==> config.mk <==
export PLATFORM = sky130hd
export DESIGN_NAME = vga_timing_gen
export DESIGN_NICKNAME = d
export VERILOG_FILES = /design/src/rtl/vga_timing_gen_pkg.sv /design/src/rtl/vga_timing_gen_pixel_clock_divider.sv /design/src/rtl/vga_timing_gen.sv
export SDC_FILE = /design/constraint.sdc
export NUM_CORES = 1
export LEC_CHECK = 0
export ABC_AREA = 1
export CORE_UTILIZATION = 53
export CTS_CLUSTER_DIAMETER = 80
export DETAILED_ROUTE_END_ITERATION = 6
export MAX_ROUTING_LAYER = met4
export PLACE_DENSITY = 0.87
export SLEW_MARGIN = 5
export SYNTH_ARGS = -nofsm -noshare
export SYNTH_HDL_FRONTEND = slang
export SYNTH_SLANG_ARGS = --single-unit
==> constraint.sdc <==
create_clock -name clock -period 4.4 [get_ports clock]
set_clock_uncertainty 0.1 [all_clocks]
set_input_delay 0.44 -clock clock [delete_from_list [all_inputs] [get_ports clock]]
set_output_delay 0.44 -clock clock [all_outputs]
set_load 0.01 [all_outputs]
==> src/rtl/vga_timing_gen_pkg.sv <==
// Shared VGA timing constants and helpers: default 640x480@60 timings,
// frame totals and sync-window boundaries for the generator, renderer and models.
package vga_timing_gen_pkg;

    localparam int DEF_CLK_DIV  = 4;
    localparam int DEF_H_ACTIVE = 640;
    localparam int DEF_H_FP     = 16;
    localparam int DEF_H_SYNC   = 96;
    localparam int DEF_H_BP     = 48;
    localparam int DEF_V_ACTIVE = 480;
    localparam int DEF_V_FP     = 10;
    localparam int DEF_V_SYNC   = 2;
    localparam int DEF_V_BP     = 33;
    localparam int DEF_CNT_W    = 10;

    function automatic int h_total(input int active, input int fp, input int sync, input int bp);
        return active + fp + sync + bp;
    endfunction

    function automatic int v_total(input int active, input int fp, input int sync, input int bp);
        return active + fp + sync + bp;
    endfunction

    // Sync is active on the half-open window [sync_start, sync_stop).
    function automatic int sync_start(input int active, input int fp);
        return active + fp;
    endfunction

    function automatic int sync_stop(input int active, input int fp, input int sync);
        return active + fp + sync;
    endfunction

endpackage

==> src/rtl/vga_timing_gen_pixel_clock_divider.sv <==
// Pixel-rate tick generator: counts enabled system clocks and strobes tick on
// the last one of every CLK_DIV; the phase is kept while enable is low.
module pixel_clock_divider
    import vga_timing_gen_pkg::*;
#(
    parameter int CLK_DIV = DEF_CLK_DIV
) (
    input  logic clock,
    input  logic clear,
    input  logic enable,
    output logic tick
);

    localparam int DIV_W = (CLK_DIV > 1) ? $clog2(CLK_DIV) : 1;
    localparam logic [DIV_W-1:0] DIV_LAST = DIV_W'(CLK_DIV - 1);

    logic [DIV_W-1:0] div_reg;
    logic [DIV_W-1:0] div_next;

    always_comb begin
        div_next = div_reg;
        if (enable) begin
            div_next = (div_reg == DIV_LAST) ? '0 : div_reg + DIV_W'(1);
        end
    end

    always_ff @(posedge clock) begin
        if (!clear) begin
            div_reg <= '0;
        end else begin
            div_reg <= div_next;
        end
    end

    assign tick = enable && (div_reg == DIV_LAST);

endmodule

==> src/rtl/vga_timing_gen.sv <==
// Parametrised VGA timing generator: pixel counters plus registered sync,
// blanking, strobe and snake-cell decode, all aligned with the presented counts.
module vga_timing_gen
    import vga_timing_gen_pkg::*;
#(
    parameter int   CLK_DIV    = DEF_CLK_DIV,
    parameter int   H_ACTIVE   = DEF_H_ACTIVE,
    parameter int   H_FP       = DEF_H_FP,
    parameter int   H_SYNC     = DEF_H_SYNC,
    parameter int   H_BP       = DEF_H_BP,
    parameter int   V_ACTIVE   = DEF_V_ACTIVE,
    parameter int   V_FP       = DEF_V_FP,
    parameter int   V_SYNC     = DEF_V_SYNC,
    parameter int   V_BP       = DEF_V_BP,
    parameter logic HS_POL     = 1'b0,
    parameter logic VS_POL     = 1'b0,
    parameter int   CNT_W      = DEF_CNT_W,
    parameter int   CELL_SHIFT = 4
) (
    input  logic                        clock,
    input  logic                        clear,
    input  logic                        enable,
    output logic                        hSync,
    output logic                        vSync,
    output logic                        bright,
    output logic [CNT_W-1:0]            hCount,
    output logic [CNT_W-1:0]            vCount,
    output logic                        pixelTick,
    output logic                        lineStart,
    output logic                        frameStart,
    output logic [CNT_W-CELL_SHIFT-1:0] cellX,
    output logic [CNT_W-CELL_SHIFT-1:0] cellY
);

    localparam int H_TOTAL = h_total(H_ACTIVE, H_FP, H_SYNC, H_BP);
    localparam int V_TOTAL = v_total(V_ACTIVE, V_FP, V_SYNC, V_BP);

    localparam logic [CNT_W-1:0] H_LAST   = CNT_W'(H_TOTAL - 1);
    localparam logic [CNT_W-1:0] V_LAST   = CNT_W'(V_TOTAL - 1);
    localparam logic [CNT_W-1:0] H_VIS    = CNT_W'(H_ACTIVE);
    localparam logic [CNT_W-1:0] V_VIS    = CNT_W'(V_ACTIVE);
    localparam logic [CNT_W-1:0] HS_START = CNT_W'(sync_start(H_ACTIVE, H_FP));
    localparam logic [CNT_W-1:0] HS_STOP  = CNT_W'(sync_stop(H_ACTIVE, H_FP, H_SYNC));
    localparam logic [CNT_W-1:0] VS_START = CNT_W'(sync_start(V_ACTIVE, V_FP));
    localparam logic [CNT_W-1:0] VS_STOP  = CNT_W'(sync_stop(V_ACTIVE, V_FP, V_SYNC));

    logic             tick;
    logic [CNT_W-1:0] h_next;
    logic [CNT_W-1:0] v_next;
    logic             hsync_next;
    logic             vsync_next;
    logic             bright_next;
    logic             line_next;
    logic             frame_next;

    pixel_clock_divider #(
        .CLK_DIV (CLK_DIV)
    ) u_div (
        .clock   (clock),
        .clear   (clear),
        .enable  (enable),
        .tick    (tick)
    );

    // Decode is taken from the next-state counts so registered outputs line up
    // with the counts they describe.
    always_comb begin
        h_next = hCount;
        v_next = vCount;
        if (tick) begin
            if (hCount == H_LAST) begin
                h_next = '0;
                v_next = (vCount == V_LAST) ? '0 : vCount + CNT_W'(1);
            end else begin
                h_next = hCount + CNT_W'(1);
            end
        end
        hsync_next  = ((h_next >= HS_START) && (h_next < HS_STOP)) ? HS_POL : ~HS_POL;
        vsync_next  = ((v_next >= VS_START) && (v_next < VS_STOP)) ? VS_POL : ~VS_POL;
        bright_next = (h_next < H_VIS) && (v_next < V_VIS);
        line_next   = tick && (h_next == '0);
        frame_next  = line_next && (v_next == '0);
    end

    // Reset parks the counts on the last pixel so the first tick opens a full frame.
    always_ff @(posedge clock) begin
        if (!clear) begin
            hCount     <= H_LAST;
            vCount     <= V_LAST;
            hSync      <= ~HS_POL;
            vSync      <= ~VS_POL;
            bright     <= 1'b0;
            pixelTick  <= 1'b0;
            lineStart  <= 1'b0;
            frameStart <= 1'b0;
            cellX      <= H_LAST[CNT_W-1:CELL_SHIFT];
            cellY      <= V_LAST[CNT_W-1:CELL_SHIFT];
        end else begin
            hCount     <= h_next;
            vCount     <= v_next;
            hSync      <= hsync_next;
            vSync      <= vsync_next;
            bright     <= bright_next;
            pixelTick  <= tick;
            lineStart  <= line_next;
            frameStart <= frame_next;
            cellX      <= h_next[CNT_W-1:CELL_SHIFT];
            cellY      <= v_next[CNT_W-1:CELL_SHIFT];
        end
    end

endmodule

Yosys cells after proc, flatten, opt, wreduce, memory -nomap -nowiden
Cells that the tools add are included.
Storage, ports and cells
  register bits after elaboration: 40
  bits of input ports: 3
  output and inout bits: 38
  word-level logic and storage cells: 39
Cells by class
  add/subtract/negate cells: 3
  order comparisons: 6
  eq/ne operators: 3
  mux-type cells: 8
  reductions and logical operators: 8
Operator list (count)
  $mux W10: 5
  $add A10 B1 Y10 const B: 2
  $eq A10 B10 Y1 const B: 2
  $logic_not A10 Y1: 2
  $lt A10 B10 Y1 const B: 2
  $lt A10 B9 Y1 const B: 2
  $ge A10 B10 Y1 const B: 1
  $ge A10 B9 Y1 const B: 1
  $logic_and A1 B1 Y1: 6
  $add A2 B1 Y2 const B: 1
  $eq A2 B2 Y1 const B: 1
  $mux W1: 2
  $mux W2: 1

Depth between registers and ports, before layout
Gate-level depths: netlist of run 1.
  depth in word-level cells: 7
  mapped depth: 14
  mapped depth without buffers: 14

Cells and area by module
A second synthesis of run 1 with hierarchy kept.
Second synthesis, totals
  cell total of the unflattened synthesis: 247
  area, all modules: 1681.6 um^2
Modules (own cells, without submodules)
  vga_timing_gen: times used 1, cells each 232, area an instance 1577.8 um^2, sequential area each 520.5 um^2
  pixel_clock_divider: times used 1, cells each 15, area an instance 103.8 um^2, sequential area each 40.0 um^2

Worst setup path after synthesis of run 1
OpenSTA, ideal clock, no wires.
  kind: reg-to-reg
  start: reg hCount[0]
  end: reg vSync
  setup time: 0.120 ns
  data arrival time: 1.656 ns
  required time: 4.180 ns
  setup slack: 2.523 ns
  cell stages (with the launch flop): 13
  path buffers: 0
  clock period less this slack: 1.877 ns
  path through: dfxtp_1 > ha_1 > nand2_1 > nor2_4 > nand2_1 > nor2_4 > nand3_1 > nand2_1 > nand2_2 > nor2_1 > nand3_1 > nor2_2 > nand2_1
Between the ends
  word-level cells in the longest chain between the ends: 6
  elaborated cells between the ends (all ways): 7
  those cells by class: order compare (2); eq/ne (1); mux (3); reduce/logical (1)
Ends and longest elaborated chain
  start: declaration: RTL line vga_timing_gen.sv:26  | output logic [CNT_W-1:0] hCount,
  start signal: assignment: RTL line vga_timing_gen.sv:99  | hCount <= h_next;
  $eq A10 B10 Y1 (*): RTL line vga_timing_gen.sv:71  | if (hCount == H_LAST) begin
  $mux W10 (*): RTL line vga_timing_gen.sv:71
  $mux W10 (*): RTL line vga_timing_gen.sv:70  | if (tick) begin
  $ge A10 B9 Y1 or $lt A10 B9 Y1 (tied branches): RTL line vga_timing_gen.sv:79  | vsync_next = ((v_next >= VS_START) && (v_next < VS_STOP)) ? VS_POL : ~VS_POL;
  $logic_and A1 B1 Y1 (*): RTL line vga_timing_gen.sv:79
  $mux W1 (*): RTL line vga_timing_gen.sv:79
  end signal: assignment: RTL line vga_timing_gen.sv:91  | vSync <= ~VS_POL;
  end signal: assignment: RTL line vga_timing_gen.sv:102  | vSync <= vsync_next;
  end: declaration: RTL line vga_timing_gen.sv:24  | output logic vSync,
Every way passes the cells marked *; elsewhere a longest branch is shown, timed or not.
A chain may end at the register's enable or synchronous reset.

Worst setup path after layout of run 1
Same ends and word-level chain as after synthesis.

==> results of run 1 <==
layer usage:
layer / global-route usage, % / up-vias / part of all wire (%) / routed length, um
met1: 36.44 / 749 / 47 / 1898
li1: - / 837 / - / -
met3: 4.585 / 5 / 6.2 / 247
met2: 36.76 / 68 / 45 / 1815
met5: - / - / 0 / 0
met4: 9.524 / 0 / 1.0 / 42
synthesized netlist by cell type:
cell,number,share of area (%)
clkinv_4,1,0.50
a21boi_1,1,0.43
a31oi_1,1,0.36
nand2_2,8,2.9
clkbuf_1,2,0.43
nand3_2,3,1.7
nor2_4,5,3.2
nor2_2,7,2.5
nand2_1,68,15
buf_4,12,5.2
a21oi_2,1,0.50
nand4_1,6,2.1
o21ai_2,1,0.50
nor3b_1,1,0.43
xor2_1,1,0.50
a21oi_1,1,0.29
inv_1,29,6.2
xnor2_1,3,1.5
dfxtp_1,28,32
nand2_4,1,0.64
o21bai_2,1,0.64
inv_2,4,0.86
nor3_1,3,0.86
nand3_4,3,3.0
nor2_1,29,6.2
buf_6,1,0.64
o21ai_0,2,0.57
nand3_1,24,6.9
ha_1,4,2.9
nor3_4,1,0.93
final cells by class:
cell class	count	area [sq um]	area share, %
inverters	34	132.6	6.221
clock buffers	4	36.28	1.702
multi-input cells	175	947.2	44.42
flip-flops and latches	28	560.5	26.29
well taps	44	55.05	2.582
repair buffers	40	400.4	18.78
logic make-up (layout without fill, tap and decap cells):
family	Yosys count	after routing	share of synthesized area (%)
adder cells (fa/ha/maj)	4	4	2.861
flip-flops	28	28	32.05
XOR/XNOR	4	4	2.003
AO/OA/AOI/OAI	8	8	3.291
AND/OR/NAND/NOR	159	159	45.99
buffers and inverters	49	78	13.81
stage by stage:
stage | hold WS [ns] | std cells | setup slack [ns]
2_1_floorplan | 0.3939 | 252 | 2.523
3_3_place_gp | 0.4227 | 321 | 2.069
3_5_place_dp | 0.4271 | 321 | 2.027
4_1_cts | 0.4630 | 325 | 2.322
5_1_grt | 0.5139 | 325 | 2.127
6_report | 0.4510 | 325 | 2.310
final timing paths:
kind | to | slack, ns | from | cells past startpoint
worst max register to register | vSync | 2.31 | hCount[0] | 12
worst max-delay path | vSync | 2.31 | hCount[0] | 12
worst min-delay path | u_div.div_reg[1] | 0.45 | u_div.div_reg[1] | 2
worst min register to register | u_div.div_reg[1] | 0.45 | u_div.div_reg[1] | 2
power groups by stage:
stage | clock, W | combinational, W | sequential, W
after floorplan | 0 | 0.0000562 | 0.000271
after global placement | 0 | 0.0000777 | 0.000270
after detailed placement | 0 | 0.0000784 | 0.000270
after CTS | 0.000131 | 0.0000789 | 0.000265
after global routing | 0.000141 | 0.0000885 | 0.000266
final | 0.000131 | 0.0000796 | 0.000265
cell usage in the layout (no fill, tap or decap), drive strengths merged:
cell type and n:
clkdlybuf4s50 40, o21ai 3, nor3 4, nand3 30, a21boi 1, a21oi 2, nor3b 1, nand2 77
inv 33, clkinv 1, nand4 6, xor2 1, clkbuf 4, ha 4, xnor2 3, o21bai 1
a31oi 1, nor2 41, dfxtp 28
worst min-delay path, cell delays in order (launching register included):
cell and delay, ns:
dfxtp_1 0.36, o21ai_0 0.07, a21oi_1 0.10
==> flow_summary_export.csv, run 1 <==
group,metric,value,unit
critical_path,worst_ep_required_time,4.55,ns
final_layout,final_core_util,68.71,%
die,pin_count,41,
power_and_ir_drop,switching_share,28.51,%
timing,fin_crit_sh,47.50,%
power_and_ir_drop,seqPwrFrac,55.8,%
die,fp-row-count,20,
logic_synthesis,ys_seq_elements,28,
critical_path,arrival,2.24,ns
placement,gp_congestion,0.9463,
global_routing,grt_usage,25.90,%
power_and_ir_drop,p_int,0.0003396,W
logic_synthesis,syn-num-nets,259,
global_routing,grt_max_degree,17,
placement,dp_hpwl,3.119,mm
status,status,"finished, final reports clean",
power_and_ir_drop,p_total,0.0004749,W
placement,numPortBuffers,40,
critical_path,startpoint_type,"register",
timing,fin_crit,2.090,ns
power_and_ir_drop,pwr_density_cell,222.8,mW/mm^2
power_and_ir_drop,comb_power_share,16.8,%
global_routing,grt_pass1_wl,6.582,mm
route,via_count,1659,
global_routing,grt-ovfl-total,0,
timing,hold_viol,0,
final_layout,drive_gt1_share,14.23,%
logic_synthesis,ys_types,30,
timing,report.final.slew_viol_count,0,
die,core_area,0.003103,sq mm
critical_path,critPathKind,"reg -> reg",
power_and_ir_drop,leakagePower,0.9677,nW
clock_tree,cts-resized-gates,0,
clock_tree,post_cts_buffers,0,
critical_path,critical_path.cell_chain,"ha_1 > nand2_1 > nor2_4 > nand3_2 > nor2_4 > nand2_1 > nand2_1 > nand2_1 > nor2_1 > nand3_1 > nor2_2 > nand2_1",
timing,fmax,478.5,MHz
die,initial_core_util,56.37,%
critical_path,crit_buf_inv,0,
logic_synthesis,mappedNetlistArea,0.001749,sq mm
route,via_per_inst,5.105,
clock_tree,cts_tree,"done",
die,die_h,59.45,um
route,drtIter0Drc,101,
logic_synthesis,syn_avg_cell_area,6.941,sq um
route,drc,0,
route,postRouteAntennaNets,0,
global_routing,antenna_found_initial,0,
clock_tree,htree_levels,1,
global_routing,grt_pass1_vias,1473,
clock_tree,cts_hold_buf,0,
clock_tree,cts_buffers,3,
die,die_area,0.003534,sq mm
die,fp.dieW,59.45,um
timing,rsz0062_at_grt,"false",
clock_tree,cts.path.max_buffers,2,
route,wl_per_cell,12.32,um
timing,worst_pin_slew,0.4686,ns
final_layout,area_growth,21.89,%
power_and_ir_drop,pwr-share-clk,27.5,%
placement,placed_cell_area,0.002096,sq mm
power_and_ir_drop,vdd_drop_max,0.1561,mV
timing,maxSlewHeadroom,68.73,%
clock_tree,clk_pin_slew_worst_paths,0.16,ns
logic_synthesis,ys_warn_count,0,
critical_path,worstPathMaxFanout,5,
clock_tree,root_buffer,"clkbuf_4",
critical_path,path_common_cell,"nand2_1",
logic_synthesis,ys_seq_area_share,32.05,%
final_layout,n_fill_cell,286,
clock_tree,clk_latency,0.34,ns
critical_path,crit_slowest_cell,"dfxtp_1",
final_layout,final_cell_area,0.002132,sq mm
power_and_ir_drop,p_sw,0.0001354,W
timing,setup_viol,0,
route,drt_wl_total,4.003,mm
final_layout,num-nets-final,289,
critical_path,critPathTopFamily,"simple AND/OR/NAND/NOR gates",
critical_path,slowest_delay,0.47,ns
timing,setup-tns-final,0,ns
run,drv_cap,0,
worst_hold_path,hp-class,"reg -> reg",
critical_path,critPathCaptureType,"register",
final_layout,antenna_cells,0,
clock_tree,cts.sinks,28,
logic_synthesis,syn_inst,252,
route,first_pass_iters,5,
No activity file was read; power rests on OpenSTA's default activity.
==> run 2, diff against run 1 <==
CORE_UTILIZATION = 45   (was 53)
PLACE_DENSITY = 0.79   (was 0.87)
clock period = 1.79 ns   (was 4.4 ns; I/O delays follow)
==> flow_summary_export.csv, run 2 (synthesis gave the netlist of run 1 again) <==
group,metric,value,unit
status,status,"finished with violations",
status,violations,"setup timing",
clock_tree,root_buffer,"clkbuf_8",
timing,fin_crit,1.938,ns
clock_tree,cts.path.max_buffers,2,
timing,fin_ws,-0.1481,ns
die,fp.dieW,64.35,um
timing,fmax,516.0,MHz
die,die_area,0.004140,sq mm
critical_path,critical_path.cell_chain,"ha_4 > nand2_4 > nor2_4 > nand2_2 > nor2_4 > nand3_2 > nand2_1 > nand2_2 > nor2_2 > nand3_2 > nor2_2 > nand2_1",
final_layout,layout_common_cells,"58 x nand2_1, 41 x buf_4, 40 x clkdlybuf4s50_1, 27 x inv_1, 23 x nor2_1",
route,first_pass_iters,7,
final_layout,num-nets-final,335,
route,drtIter0Drc,136,
critical_path,reg2reg_depth,12,
global_routing,grt_usage,23.85,%
critical_path,startpoint,"hCount[0]",
timing,setup-tns-final,-0.6307,ns
placement,dp_cells,361,
critical_path,reg2reg_from,"hCount[0]",
placement,gp_congestion,0.8880,
global_routing,grt_max_degree,16,
placement,placed_cell_area,0.002389,sq mm
final_layout,layoutNonFillerInstCount,375,
clock_tree,clk_latency,0.28,ns
final_layout,layout_commonest_cell,"nand2_1",
critical_path,startpoint_type,"register",
global_routing,grt_pass1_wl,7.514,mm
timing,worst_pin_slew,0.2914,ns
clock_tree,clk_pin_slew_worst_paths,0.10,ns
critical_path,cp-endpoint,"vSync",
route,drc,0,
final_layout,drive_gt1_share,37.00,%
route,postRouteAntennaNets,0,
critical_path,crit_slowest_cell,"dfxtp_4",
clock_tree,htree_levels,1,
clock_tree,cts_buffers,3,
timing,report.final.slew_viol_count,0,
timing,fin_crit_sh,108.3,%
power_and_ir_drop,pwr_density_cell,496.4,mW/mm^2
worst_hold_path,hp-class,"in -> reg",
timing,rsz0062_at_grt,"true",
clock_tree,cts_hold_buf,0,
die,initial_core_util,47.42,%
critical_path,critPathKind,"reg -> reg",
critical_path,critPathCaptureType,"register",
final_layout,final_cell_area,0.002721,sq mm
global_routing,antenna_found_initial,0,
route,via_count,1907,
die,core_area,0.003689,sq mm
final_layout,antenna_cells,0,
run,drv_cap,0,
die,fp-row-count,22,
die,pin_count,41,
timing,setup_viol,6,
critical_path,slowest_delay,0.37,ns
global_routing,grt-ovfl-total,0,
global_routing,grt_pass1_vias,1618,
power_and_ir_drop,vdd_drop_max,0.3395,mV
critical_path,ff2ff_setup_slack,-0.15,ns
power_and_ir_drop,p_total,0.001351,W
placement,dp_hpwl,3.266,mm
critical_path,arrival,2.01,ns
critical_path,r2r-end,"vSync",
route,wl_per_cell,13.49,um
route,drt_wl_total,5.057,mm
clock_tree,cts.sinks,28,
final_layout,area_growth,55.58,%
timing,hold_viol,0,
timing,maxSlewHeadroom,80.50,%
clock_tree,cts_tree,"done",
critical_path,worstPathMaxFanout,5,
placement,numPortBuffers,40,
power_and_ir_drop,leakagePower,1.217,nW
critical_path,worst_ep_required_time,1.87,ns
die,die_h,64.35,um
route,via_per_inst,5.085,
[run 2: report_power, final]
group          switching (W)  internal [W]
clock network       0.000205      0.000197
registers          0.0000124      0.000636
logic               0.000165      0.000136
[run 2: cell type report]
cell class,count,area (sq um)
flip-flops and latches,28,570.5
inverters,34,140.1
multi-input cells,175,1114
fillers,269,967.2
clock buffers,4,55.05
well taps,48,60.06
repair buffers,86,782.0
[run 2: timing repair]
| item | in CTS | in global routing |
|---|---|---|
| gates resized for setup | 15 | 33 |
| buffers inserted | 6 | 6 |
| endpoints found under the setup margin | 4 | 12 |
| pin swaps | 19 | 24 |
[run 2: how the worst min path moves through the flow]
| stage | from | endpoint | slack [ns] | cells after the start |
|---|---|---|---|---|
| 2_1_floorplan | enable | u_div.div_reg[1] | 0.17 | 1 |
| 3_3_place_gp | u_div.div_reg[1] | u_div.div_reg[1] | 0.41 | 2 |
| 3_5_place_dp | u_div.div_reg[0] | u_div.div_reg[0] | 0.44 | 2 |
| 4_1_cts | clear | pixelTick | 0.45 | 3 |
| 5_1_grt | clear | pixelTick | 0.47 | 3 |
| 6_report | clear | pixelTick | 0.45 | 3 |
[run 2: critical path, delay by kind of cell (launching register included)]
family | cells | cell delay [ns]
simple gates | 11 | 1.20
flops | 1 | 0.37
fa+ha+maj | 1 | 0.15
[run 2: metal layers]
layer  part of all wire, %  global-route usage [%]
met2                    49                   37.24
met5                     0                       -
met4                   2.0                   7.500
met1                    43                   31.41
met3                   5.9                   3.750
[run 2: metrics by stage]
step	hold WS, ns	worst slack [ns]	util (%)
3_5_place_dp	0.4365	-0.1697	64.76
3_3_place_gp	0.4113	-0.1308	64.76
5_1_grt	0.4662	-0.2241	73.78
2_1_floorplan	0.1684	0.01090	-
4_1_cts	0.4454	-0.06561	69.17
6_report	0.4483	-0.1481	73.78
